==> src/rtl/vga_timing_gen.sv <==
// Raster timing generator: free-running pixel/line counters with sync and
// display-enable decode, a pixel-step delay line and a frame-start pulse.
module vga_timing_gen #(
    parameter int PIX_WIDTH  = 12,
    parameter int H_VISIBLE  = 1280,
    parameter int H_FRONT    = 48,
    parameter int H_SYNC     = 112,
    parameter int H_BACK     = 248,
    parameter int V_VISIBLE  = 1024,
    parameter int V_FRONT    = 1,
    parameter int V_SYNC     = 3,
    parameter int V_BACK     = 38,
    parameter int H_SYNC_POL = 1,
    parameter int V_SYNC_POL = 1,
    parameter int SYNC_DELAY = 1
) (
    input  logic                 clk_i,
    input  logic                 rst_n_i,
    input  logic                 pix_ce_i,
    output logic [PIX_WIDTH-1:0] pix_x_o,
    output logic [PIX_WIDTH-1:0] pix_y_o,
    output logic                 hsync_o,
    output logic                 vsync_o,
    output logic                 de_o,
    output logic                 frame_start_o
);

    localparam int H_TOTAL = H_VISIBLE + H_FRONT + H_SYNC + H_BACK;
    localparam int V_TOTAL = V_VISIBLE + V_FRONT + V_SYNC + V_BACK;

    localparam logic [PIX_WIDTH-1:0] H_LAST     = PIX_WIDTH'(H_TOTAL - 1);
    localparam logic [PIX_WIDTH-1:0] V_LAST     = PIX_WIDTH'(V_TOTAL - 1);
    localparam logic [PIX_WIDTH-1:0] H_DE_END   = PIX_WIDTH'(H_VISIBLE);
    localparam logic [PIX_WIDTH-1:0] V_DE_END   = PIX_WIDTH'(V_VISIBLE);
    localparam logic [PIX_WIDTH-1:0] H_SS       = PIX_WIDTH'(H_VISIBLE + H_FRONT);
    localparam logic [PIX_WIDTH-1:0] H_SE       = PIX_WIDTH'(H_VISIBLE + H_FRONT + H_SYNC);
    localparam logic [PIX_WIDTH-1:0] V_SS       = PIX_WIDTH'(V_VISIBLE + V_FRONT);
    localparam logic [PIX_WIDTH-1:0] V_SE       = PIX_WIDTH'(V_VISIBLE + V_FRONT + V_SYNC);
    localparam logic                 HS_ON      = (H_SYNC_POL != 0);
    localparam logic                 VS_ON      = (V_SYNC_POL != 0);

    logic [PIX_WIDTH-1:0] h_cnt_q, h_cnt_d;
    logic [PIX_WIDTH-1:0] v_cnt_q, v_cnt_d;
    logic                 frame_start_q, frame_start_d;
    logic                 line_wrap;
    logic                 de_raw, hs_raw, vs_raw;

    // v_cnt moves on the same edge h_cnt wraps, so (0, stale y) never appears.
    always_comb begin
        h_cnt_d       = h_cnt_q;
        v_cnt_d       = v_cnt_q;
        line_wrap     = (h_cnt_q == H_LAST);
        frame_start_d = pix_ce_i && line_wrap && (v_cnt_q == V_LAST);
        if (pix_ce_i) begin
            if (line_wrap) begin
                h_cnt_d = '0;
                v_cnt_d = (v_cnt_q == V_LAST) ? '0 : v_cnt_q + 1'b1;
            end else begin
                h_cnt_d = h_cnt_q + 1'b1;
            end
        end
    end

    always_ff @(posedge clk_i) begin
        if (!rst_n_i) begin
            h_cnt_q       <= '0;
            v_cnt_q       <= '0;
            frame_start_q <= 1'b0;
        end else begin
            h_cnt_q       <= h_cnt_d;
            v_cnt_q       <= v_cnt_d;
            frame_start_q <= frame_start_d;
        end
    end

    always_comb begin
        de_raw = (h_cnt_q < H_DE_END) && (v_cnt_q < V_DE_END);
        hs_raw = ((h_cnt_q >= H_SS) && (h_cnt_q < H_SE)) ? HS_ON : ~HS_ON;
        vs_raw = ((v_cnt_q >= V_SS) && (v_cnt_q < V_SE)) ? VS_ON : ~VS_ON;
    end

    generate
        if (SYNC_DELAY == 0) begin : g_no_delay
            assign hsync_o = hs_raw;
            assign vsync_o = vs_raw;
            assign de_o    = de_raw;
        end else begin : g_delay
            // Bit 0 takes the fresh decode; the MSB is the oldest stage.
            logic [SYNC_DELAY-1:0] de_pipe_q, de_pipe_d;
            logic [SYNC_DELAY-1:0] hs_pipe_q, hs_pipe_d;
            logic [SYNC_DELAY-1:0] vs_pipe_q, vs_pipe_d;

            always_comb begin
                de_pipe_d = de_pipe_q;
                hs_pipe_d = hs_pipe_q;
                vs_pipe_d = vs_pipe_q;
                if (pix_ce_i) begin
                    de_pipe_d = SYNC_DELAY'({de_pipe_q, de_raw});
                    hs_pipe_d = SYNC_DELAY'({hs_pipe_q, hs_raw});
                    vs_pipe_d = SYNC_DELAY'({vs_pipe_q, vs_raw});
                end
            end

            always_ff @(posedge clk_i) begin
                if (!rst_n_i) begin
                    de_pipe_q <= '0;
                    hs_pipe_q <= {SYNC_DELAY{~HS_ON}};
                    vs_pipe_q <= {SYNC_DELAY{~VS_ON}};
                end else begin
                    de_pipe_q <= de_pipe_d;
                    hs_pipe_q <= hs_pipe_d;
                    vs_pipe_q <= vs_pipe_d;
                end
            end

            assign hsync_o = hs_pipe_q[SYNC_DELAY-1];
            assign vsync_o = vs_pipe_q[SYNC_DELAY-1];
            assign de_o    = de_pipe_q[SYNC_DELAY-1];
        end
    endgenerate

    assign pix_x_o       = h_cnt_q;
    assign pix_y_o       = v_cnt_q;
    assign frame_start_o = frame_start_q;

endmodule

==> config.mk <==
export PLATFORM = sky130hd
export DESIGN_NAME = vga_timing_gen
export DESIGN_NICKNAME = d
export VERILOG_FILES = /design/src/rtl/vga_timing_gen.sv
export SDC_FILE = /design/constraint.sdc
export NUM_CORES = 1
export LEC_CHECK = 0
export BUFFER_PORTS_ARGS = -buffer_cell sky130_fd_sc_hd__buf_2
export CAP_MARGIN = 15
export CORE_MARGIN = 3
export CORE_UTILIZATION = 45
export DETAILED_ROUTE_END_ITERATION = 8
export GPL_ROUTABILITY_DRIVEN = 0
export HOLD_SLACK_MARGIN = 0.05
export PLACE_DENSITY = 0.68
export SLEW_MARGIN = 20
export SYNTH_ARGS = -nofsm -noshare
export SYNTH_HDL_FRONTEND = slang
export SYNTH_SLANG_ARGS = --single-unit
==> constraint.sdc <==
create_clock -name clk_i -period 2.2 [get_ports clk_i]
set_input_delay 0.33 -clock clk_i [delete_from_list [all_inputs] [get_ports clk_i]]
set_output_delay 0.33 -clock clk_i [all_outputs]
set_load 0.03 [all_outputs]
# == Yosys cells after proc, flatten, opt, wreduce, memory -nomap -nowiden ==
# Index checks and enable logic that the tools add are counted.
# word_totals
reg_bits,28
latch_bits,0
mem_bits_rw,0
romBits,0
inputBits,3
output_inout_bits,28
word_cells,26
mem_count,0
# classes
n_addsub,2
n_mul,0
n_div,0
order_cmp,6
n_eq_ne,2
shifts,0
muxes,4
bitwise_logic,0
n_reduce_logical,6
# op_table
operator,count
12-bit by 11-bit less-than comparator with 1-bit output (second input constant),4
12-bit by 1-bit adder with 12-bit output (second input constant),2
12-bit by 11-bit == test with 1-bit output (second input constant),2
12-bit by 11-bit greater-or-equal comparator with 1-bit output (second input constant),2
12-bit two-way mux,2
1-bit logical AND,5
1-bit two-way mux,2
2-bit AND reduction,1

# == Longest topological paths before layout ==
# Gate-level depths: netlist of run 1.
# depth
word_depth,3
depth_mapped,7
mapped_depth_nobuf,5

# == Worst setup path after synthesis of run 1 ==
# Ideal clock, no wire load.
# synth_timing
path_kind,reg-to-reg
from,reg h_cnt_q[0] (netlist: pix_x_o[0])
to,reg v_cnt_q[4] (netlist: pix_y_o[4])
setup_time_ns,0.122
arrival_ns,1.867
t_required_ns,2.078
slack_ns,0.210
stages_incl_launch_ff,8
path_buffers,2
period_less_slack_ns,1.990
path_cell_list,dfxtp_1 ha_1 and3_1 clkbuf_2 nand4_1 o31ai_1 buf_4 a21oi_1
# synth_via
elab_chain_cells,2
# synth_rtl
item,line_no,text
"start, declared",42,"logic [PIX_WIDTH-1:0] h_cnt_q, h_cnt_d;"
"start signal, assigned",70,h_cnt_q <= h_cnt_d;
12-bit by 11-bit == test with 1-bit output,52,line_wrap = (h_cnt_q == H_LAST);
2-bit AND reduction (no line),n/a,
"end signal, assigned",71,v_cnt_q <= v_cnt_d;
"end, declared",43,"logic [PIX_WIDTH-1:0] v_cnt_q, v_cnt_d;"
# No other way between the ends.
# A chain may end at the register's enable or synchronous reset.

# == Worst setup path after layout of run 1 ==
# layout_timing
from,reg h_cnt_q[0] (netlist: pix_x_o[0])
to,reg v_cnt_q[3] (netlist: pix_y_o[3])
# Same word-level chain as after synthesis.

==> results of run 1 <==
## tightest hold or removal path, stage by stage
cell	delay [ns]
buf_2	0.10
inv_1	0.08
nor2_1	0.10
## area by class of cell
type                    instances  share of cell area (%)
clock inverters                 1                    1.89
flip-flops and latches         28                    35.2
repair buffers                 31                    9.90
clock buffers                   3                    1.41
inverters                       8                    1.89
multi-input cells             119                    47.3
well taps                      31                    2.44
## cell usage after synthesis
library cell	number	area, µm²
dfxtp_1	28	561
nor2_1	15	56.3
a21oi_1	14	70.1
nand2_1	12	45.0
o21ai_0	11	55.1
xor2_1	9	78.8
inv_1	8	30.0
nand3_1	8	40.0
nand4_1	7	43.8
or3_1	7	43.8
and4_1	5	43.8
ha_1	5	62.6
xnor2_1	4	35.0
clkbuf_1	3	11.3
nand2b_1	3	18.8
and3_1	2	12.5
and4b_1	2	20.0
nor4_1	2	12.5
or4_1	2	15.0
and2_1	1	6.26
and3b_1	1	8.76
and4bb_2	1	12.5
buf_4	1	7.51
clkbuf_2	1	5.00
mux2i_1	1	10.0
nor2b_1	1	6.26
nor3_1	1	5.00
nor3b_1	1	7.51
nor3b_4	1	18.8
nor4b_1	1	8.76
o2111ai_1	1	8.76
o31ai_1	1	7.51
## layout by cell type (no fill, tap or decap), drive strengths merged, types with 2 or more instances in the layout
| cell | Yosys | layout |
|---|---|---|
| inv | 8 | 8 |
| nand2b | 3 | 3 |
| nand3 | 8 | 8 |
| dfxtp | 28 | 28 |
| and3 | 2 | 2 |
| o21ai | 11 | 11 |
| nand2 | 12 | 12 |
| and4 | 5 | 5 |
| buf | 1 | 31 |
| clkbuf | 4 | 3 |
| nor4 | 2 | 2 |
| and4b | 2 | 2 |
| xnor2 | 4 | 4 |
| xor2 | 9 | 9 |
| ha | 5 | 5 |
| nand4 | 7 | 7 |
| nor3b | 2 | 2 |
| nor2 | 15 | 15 |
| a21oi | 14 | 14 |
| or3 | 7 | 7 |
| or4 | 2 | 2 |
## cells by family after synthesis
family	synth area share (%)
buffers and inverters	3.93
adders and majority gates	4.57
DFF	41.0
and+or+nand+nor	31.1
AOI/OAI and AO/OA	10.3
muxes	0.732
xor gates and xnor gates	8.33
## state kept, by name, summed over array words and instances (netlist names)
| name | cells |
|---|---|
| pix_y_o | 12 |
| de_o | 1 |
| vsync_o | 1 |
| frame_start_o | 1 |
| pix_x_o | 12 |
| hsync_o | 1 |
## metal layers
| layer | GRT usage [%] | routed length (µm) |
|---|---|---|
| met4 | 5.57 | 30 |
| met5 | 0 | 0 |
| met3 | 2.73 | 156 |
| met2 | 25.5 | 1320 |
| met1 | 26.0 | 1440 |
## worst max path at each step
stage               cells after the start  startpoint          end  slack [ns]
CTS                                     5  pix_x_o[0]   pix_y_o[3]        0.19
floorplan                               7  pix_x_o[0]   pix_y_o[4]        0.21
finish                                  5  pix_x_o[0]   pix_y_o[3]        0.19
global placement                        5  pix_x_o[0]  pix_y_o[10]        0.40
detailed placement                      5  pix_x_o[0]   pix_y_o[3]        0.23
global route                            5  pix_x_o[0]   pix_y_o[3]        0.03
## power groups by stage
stage	logic (mW)	registers [mW]	clock network, mW
after floorplan	0.0214	0.538	0
after detailed placement	0.0434	0.529	0
final	0.0431	0.518	0.336
after global routing	0.0494	0.519	0.367
after global placement	0.0423	0.528	0
after CTS	0.0437	0.518	0.346
==> results.py, run 1 <==
metrics = {
    "logic_synthesis": {
        "synth_nets": 168,
        "yosys_warnings": 0,
        "syn_avg_cell_area_um2": 8.55,
        "syn-cell-area_um2": 1370,
        "ys_seq_area_share_pct": 41.0,
        "syn_inst": 160,
        "synth.distinct_cells": 32,
        "ys_ff_latch": 28,
    },
    "pwr": {
        "ir_drop_mv": 0.303,
        "power.density_nw_per_um2": 563,
        "total_leakage_power_nw": 0.669,
        "switchingPower_uw": 186,
        "clkPwrFrac_pct": 37.5,
        "swShare_pct": 20.7,
        "p_total_uw": 897,
        "p_int_uw": 711,
        "p_comb_share_pct": 4.8,
        "seqPwrFrac_pct": 57.7,
    },
    "floorplan": {
        "start_util_pct": 48.3,
        "die_h_um": 61.1,
        "dieArea_um2": 3740,
        "core_area_um2": 2830,
        "ios": 31,
        "rows": 19,
        "die_w_um": 61.1,
    },
    "critical_path": {
        "path_cells": "ha_1 > and3_1 > nand4_1 > or4_1 > a21oi_1",
        "cp_max_fo": 8,
        "cp.required_ns": 2.47,
        "arrival_ns": 2.28,
        "reg2reg_to": "pix_y_o[3]",
        "r2r_start": "pix_x_o[0]",
        "worst-path-buf-inv": 0,
        "crit_slowest_cell": "or4_1",
        "worst-r2r-cell-count": 5,
        "rrSetupSlack_ns": 0.19,
        "endpoint_kind": "flip-flop",
        "max_stage_delay_ns": 0.55,
        "critPathKind": "reg2reg",
        "start_kind": "flip-flop",
        "cp_top_family": "simple AND/OR/NAND/NOR gates",
    },
    "final_layout": {
        "fin_area_um2": 1590,
        "multi_input_area_um2": 753,
        "layout-drive-gt1-share_pct": 19.5,
        "fillers": 268,
        "nets": 199,
        "diodes": 0,
        "area_growth_pct": 16.5,
        "final-seq-area_um2": 561,
        "fin_cells": 221,
        "post-route-util_pct": 56.3,
    },
    "clock_network": {
        "post_cts.repair.setup_buffers": 0,
        "cts_tree": "built",
        "cts_max_level": 1,
        "cts_buffers": 3,
        "cts_buffer_depth": 2,
        "cts_root_buffer": "clkbuf_4",
        "worstSkewPairLatency_ns": 0.33,
        "cts_resized": 0,
        "cts.clk_slew.worst_paths_ns": 0.15,
        "ctsHoldBuffers": 0,
        "cts_sinks": 28,
    },
    "sta": {
        "drv_slew": 0,
        "fin_crit_sh_pct": 91.5,
        "hold_viol": 0,
        "fin_skew_ns": 0.00335,
        "fin_crit_ns": 2.01,
        "setup_slack_ns": 0.186,
        "setup_viol": 0,
        "slew_headroom_pct": 72.9,
        "tns_ns": 0,
        "max_freq_mhz": 497,
        "rsz0062_at_grt": "no",
        "fin_hold_ws_ns": 0.299,
        "tightest_slew_ns": 0.401,
    },
    "placement": {
        "dpl_worst_slack_ns": 0.231,
        "hpwl_um": 2170,
        "dp_cells": 217,
        "port_buffers": 30,
        "placed_area_um2": 1540,
    },
    "grt": {
        "grtUsageTotal_pct": 17.4,
        "grt_max_degree": 17,
        "grt_pass1_wl_um": 4950,
        "grt_pass1_vias": 1062,
        "grt.overflow.total": 0,
        "antenna_found_initial": 0,
    },
    "min_path": {
        "hp-start": "rst_n_i",
        "whs_path_depth": 3,
        "holdPathEnd": "pix_x_o[2]",
        "hp-class": "in2reg",
    },
    "detailed_routing": {
        "wire_per_inst_um": 13.3,
        "drc": 0,
        "ant_nets": 0,
        "vias": 1214,
        "drt_pass1_iterations": 4,
        "dr.first_iter.drc_count": 93,
        "wl_um": 2940,
        "post_drt_via_cell_ratio": 5.49,
    },
    "run_status": {
        "outcome": "complete, no violations",
    },
    "flow_run": {
        "drv_cap": 0,
    },
}
(Power assumes the default switching activity.)
==> run 2: changes to the inputs <==
Settings changed: RECOVER_POWER set to 50.
Clock period 2.2 ns to 2.4 ns, I/O delays scaled along.
==> run 2 against run 1 <==
Net effect:
- design area shrank 1.9%
- utilization fell by 1.1 points
- sequential power decreased by 8.3%
- critical path depth unchanged
- critical path type unchanged
- sequential share of layout area increased by 0.68 points
- first-iteration DRC count fell by 29%
- maximum frequency decreased by 0.87%
- hold slack improved by 0.043 ns
- critical endpoint unchanged
- clock power fell by 6.8%
==> results.py, run 2 (synthesized netlist as in run 1, its figures left out) <==
metrics = {
    "placement": {
        "hpwl_um": 2210,
        "port_buffers": 30,
        "dpl_worst_slack_ns": 0.465,
    },
    "clock_network": {
        "post_cts.repair.setup_buffers": 0,
        "ctsHoldBuffers": 0,
        "cts_resized": 0,
        "cts_root_buffer": "clkbuf_4",
        "cts_buffers": 3,
        "cts.clk_slew.worst_paths_ns": 0.16,
        "cts_sinks": 28,
        "cts_buffer_depth": 2,
        "cts_max_level": 1,
        "worstSkewPairLatency_ns": 0.33,
        "cts_tree": "built",
    },
    "sta": {
        "fin_crit_sh_pct": 84.6,
        "fin_skew_ns": 0.00596,
        "tns_ns": 0,
        "hold_viol": 0,
        "fin_crit_ns": 2.03,
        "slew_headroom_pct": 67.6,
        "tightest_slew_ns": 0.482,
        "rsz0062_at_grt": "no",
        "drv_slew": 0,
        "setup_viol": 0,
        "max_freq_mhz": 492,
        "setup_slack_ns": 0.369,
    },
    "critical_path": {
        "critPathKind": "reg2reg",
        "cp_max_fo": 8,
        "cp.required_ns": 2.68,
        "endpoint_kind": "flip-flop",
        "start_kind": "flip-flop",
        "arrival_ns": 2.31,
    },
    "grt": {
        "grt_pass1_wl_um": 4950,
        "grt_pass1_vias": 1088,
        "grt.overflow.total": 0,
        "antenna_found_initial": 0,
        "grt_max_degree": 17,
        "grtUsageTotal_pct": 17.2,
    },
    "detailed_routing": {
        "dr.first_iter.drc_count": 66,
        "wl_um": 2990,
        "ant_nets": 0,
        "post_drt_via_cell_ratio": 5.52,
        "drt_pass1_iterations": 4,
        "drc": 0,
        "vias": 1221,
        "wire_per_inst_um": 13.5,
    },
    "pwr": {
        "total_leakage_power_nw": 0.565,
        "power.density_nw_per_um2": 529,
        "seqPwrFrac_pct": 57.5,
        "p_int_uw": 651,
        "swShare_pct": 21.3,
        "p_comb_share_pct": 4.7,
        "clkPwrFrac_pct": 37.9,
        "p_total_uw": 827,
        "switchingPower_uw": 176,
        "ir_drop_mv": 0.282,
    },
    "final_layout": {
        "final_cell_mix": "dfxtp_1 (28), clkbuf_1 (24), nor2_1 (15), a21oi_1 (14), nand2_1 (12)",
        "area_growth_pct": 14.3,
        "final_common_cell": "dfxtp_1",
        "post-route-util_pct": 55.2,
        "nets": 199,
        "diodes": 0,
        "layout-drive-gt1-share_pct": 6.84,
    },
    "floorplan": {
        "start_util_pct": 48.3,
        "rows": 19,
        "die_h_um": 61.1,
        "ios": 31,
        "die_w_um": 61.1,
        "core_area_um2": 2830,
        "dieArea_um2": 3740,
    },
    "run_status": {
        "outcome": "complete, no violations",
    },
    "flow_run": {
        "drv_cap": 0,
    },
    "min_path": {
        "hp-class": "in2reg",
    },
}
[run 2: final timing paths]
check	start	to	slack [ns]	cells past startpoint
hold reg to reg	vsync_o	vsync_o	0.48	2
setup / recovery	pix_x_o[0]	pix_y_o[3]	0.37	5
setup reg to reg	pix_x_o[0]	pix_y_o[3]	0.37	5
hold / removal	rst_n_i	pix_x_o[2]	0.34	3
[run 2: power by group through the flow]
stage / Sequential [mW] / Clock (mW) / Combinational [mW]
after floorplan: 0.494 / 0 / 0.0196
after global placement: 0.484 / 0 / 0.0388
after detailed placement: 0.485 / 0 / 0.0398
after CTS: 0.475 / 0.317 / 0.0401
after global routing: 0.476 / 0.341 / 0.0419
final: 0.475 / 0.313 / 0.0386
[run 2: cell type report]
| class | count | area, µm² |
|---|---|---|
| clock inverters | 1 | 30.0 |
| flip-flops and latches | 28 | 561 |
| inverters | 8 | 30.0 |
| well taps | 31 | 38.8 |
| multi-input cells | 119 | 753 |
| repair buffers | 31 | 128 |
| clock buffers | 3 | 22.5 |
| fillers | 290 | 1270 |
[run 2: layer usage]
metal | global-route usage [%] | vias up | share of wire, %
met5 | 0 | - | 0
met4 | 5.57 | 0 | 1.0
met3 | 2.31 | 4 | 5.4
met2 | 27.3 | 25 | 44
met1 | 24.0 | 568 | 49
li1 | - | 624 | -
[run 2: stage by stage]
stage	hold WS [ns]	std cells	instance area, µm²
after floorplan	0.501	160	1370
after global placement	0.460	217	1540
after detailed placement	0.463	217	1540
after CTS	0.339	221	1590
after global routing	0.355	221	1560
final	0.342	221	1560
[run 2: critical path: stages (launching register included)]
cell and delay (ns):
dfxtp_1 0.44, ha_1 0.19, and3_1 0.34, nand4_1 0.31, or4_1 0.55, a21oi_1 0.15
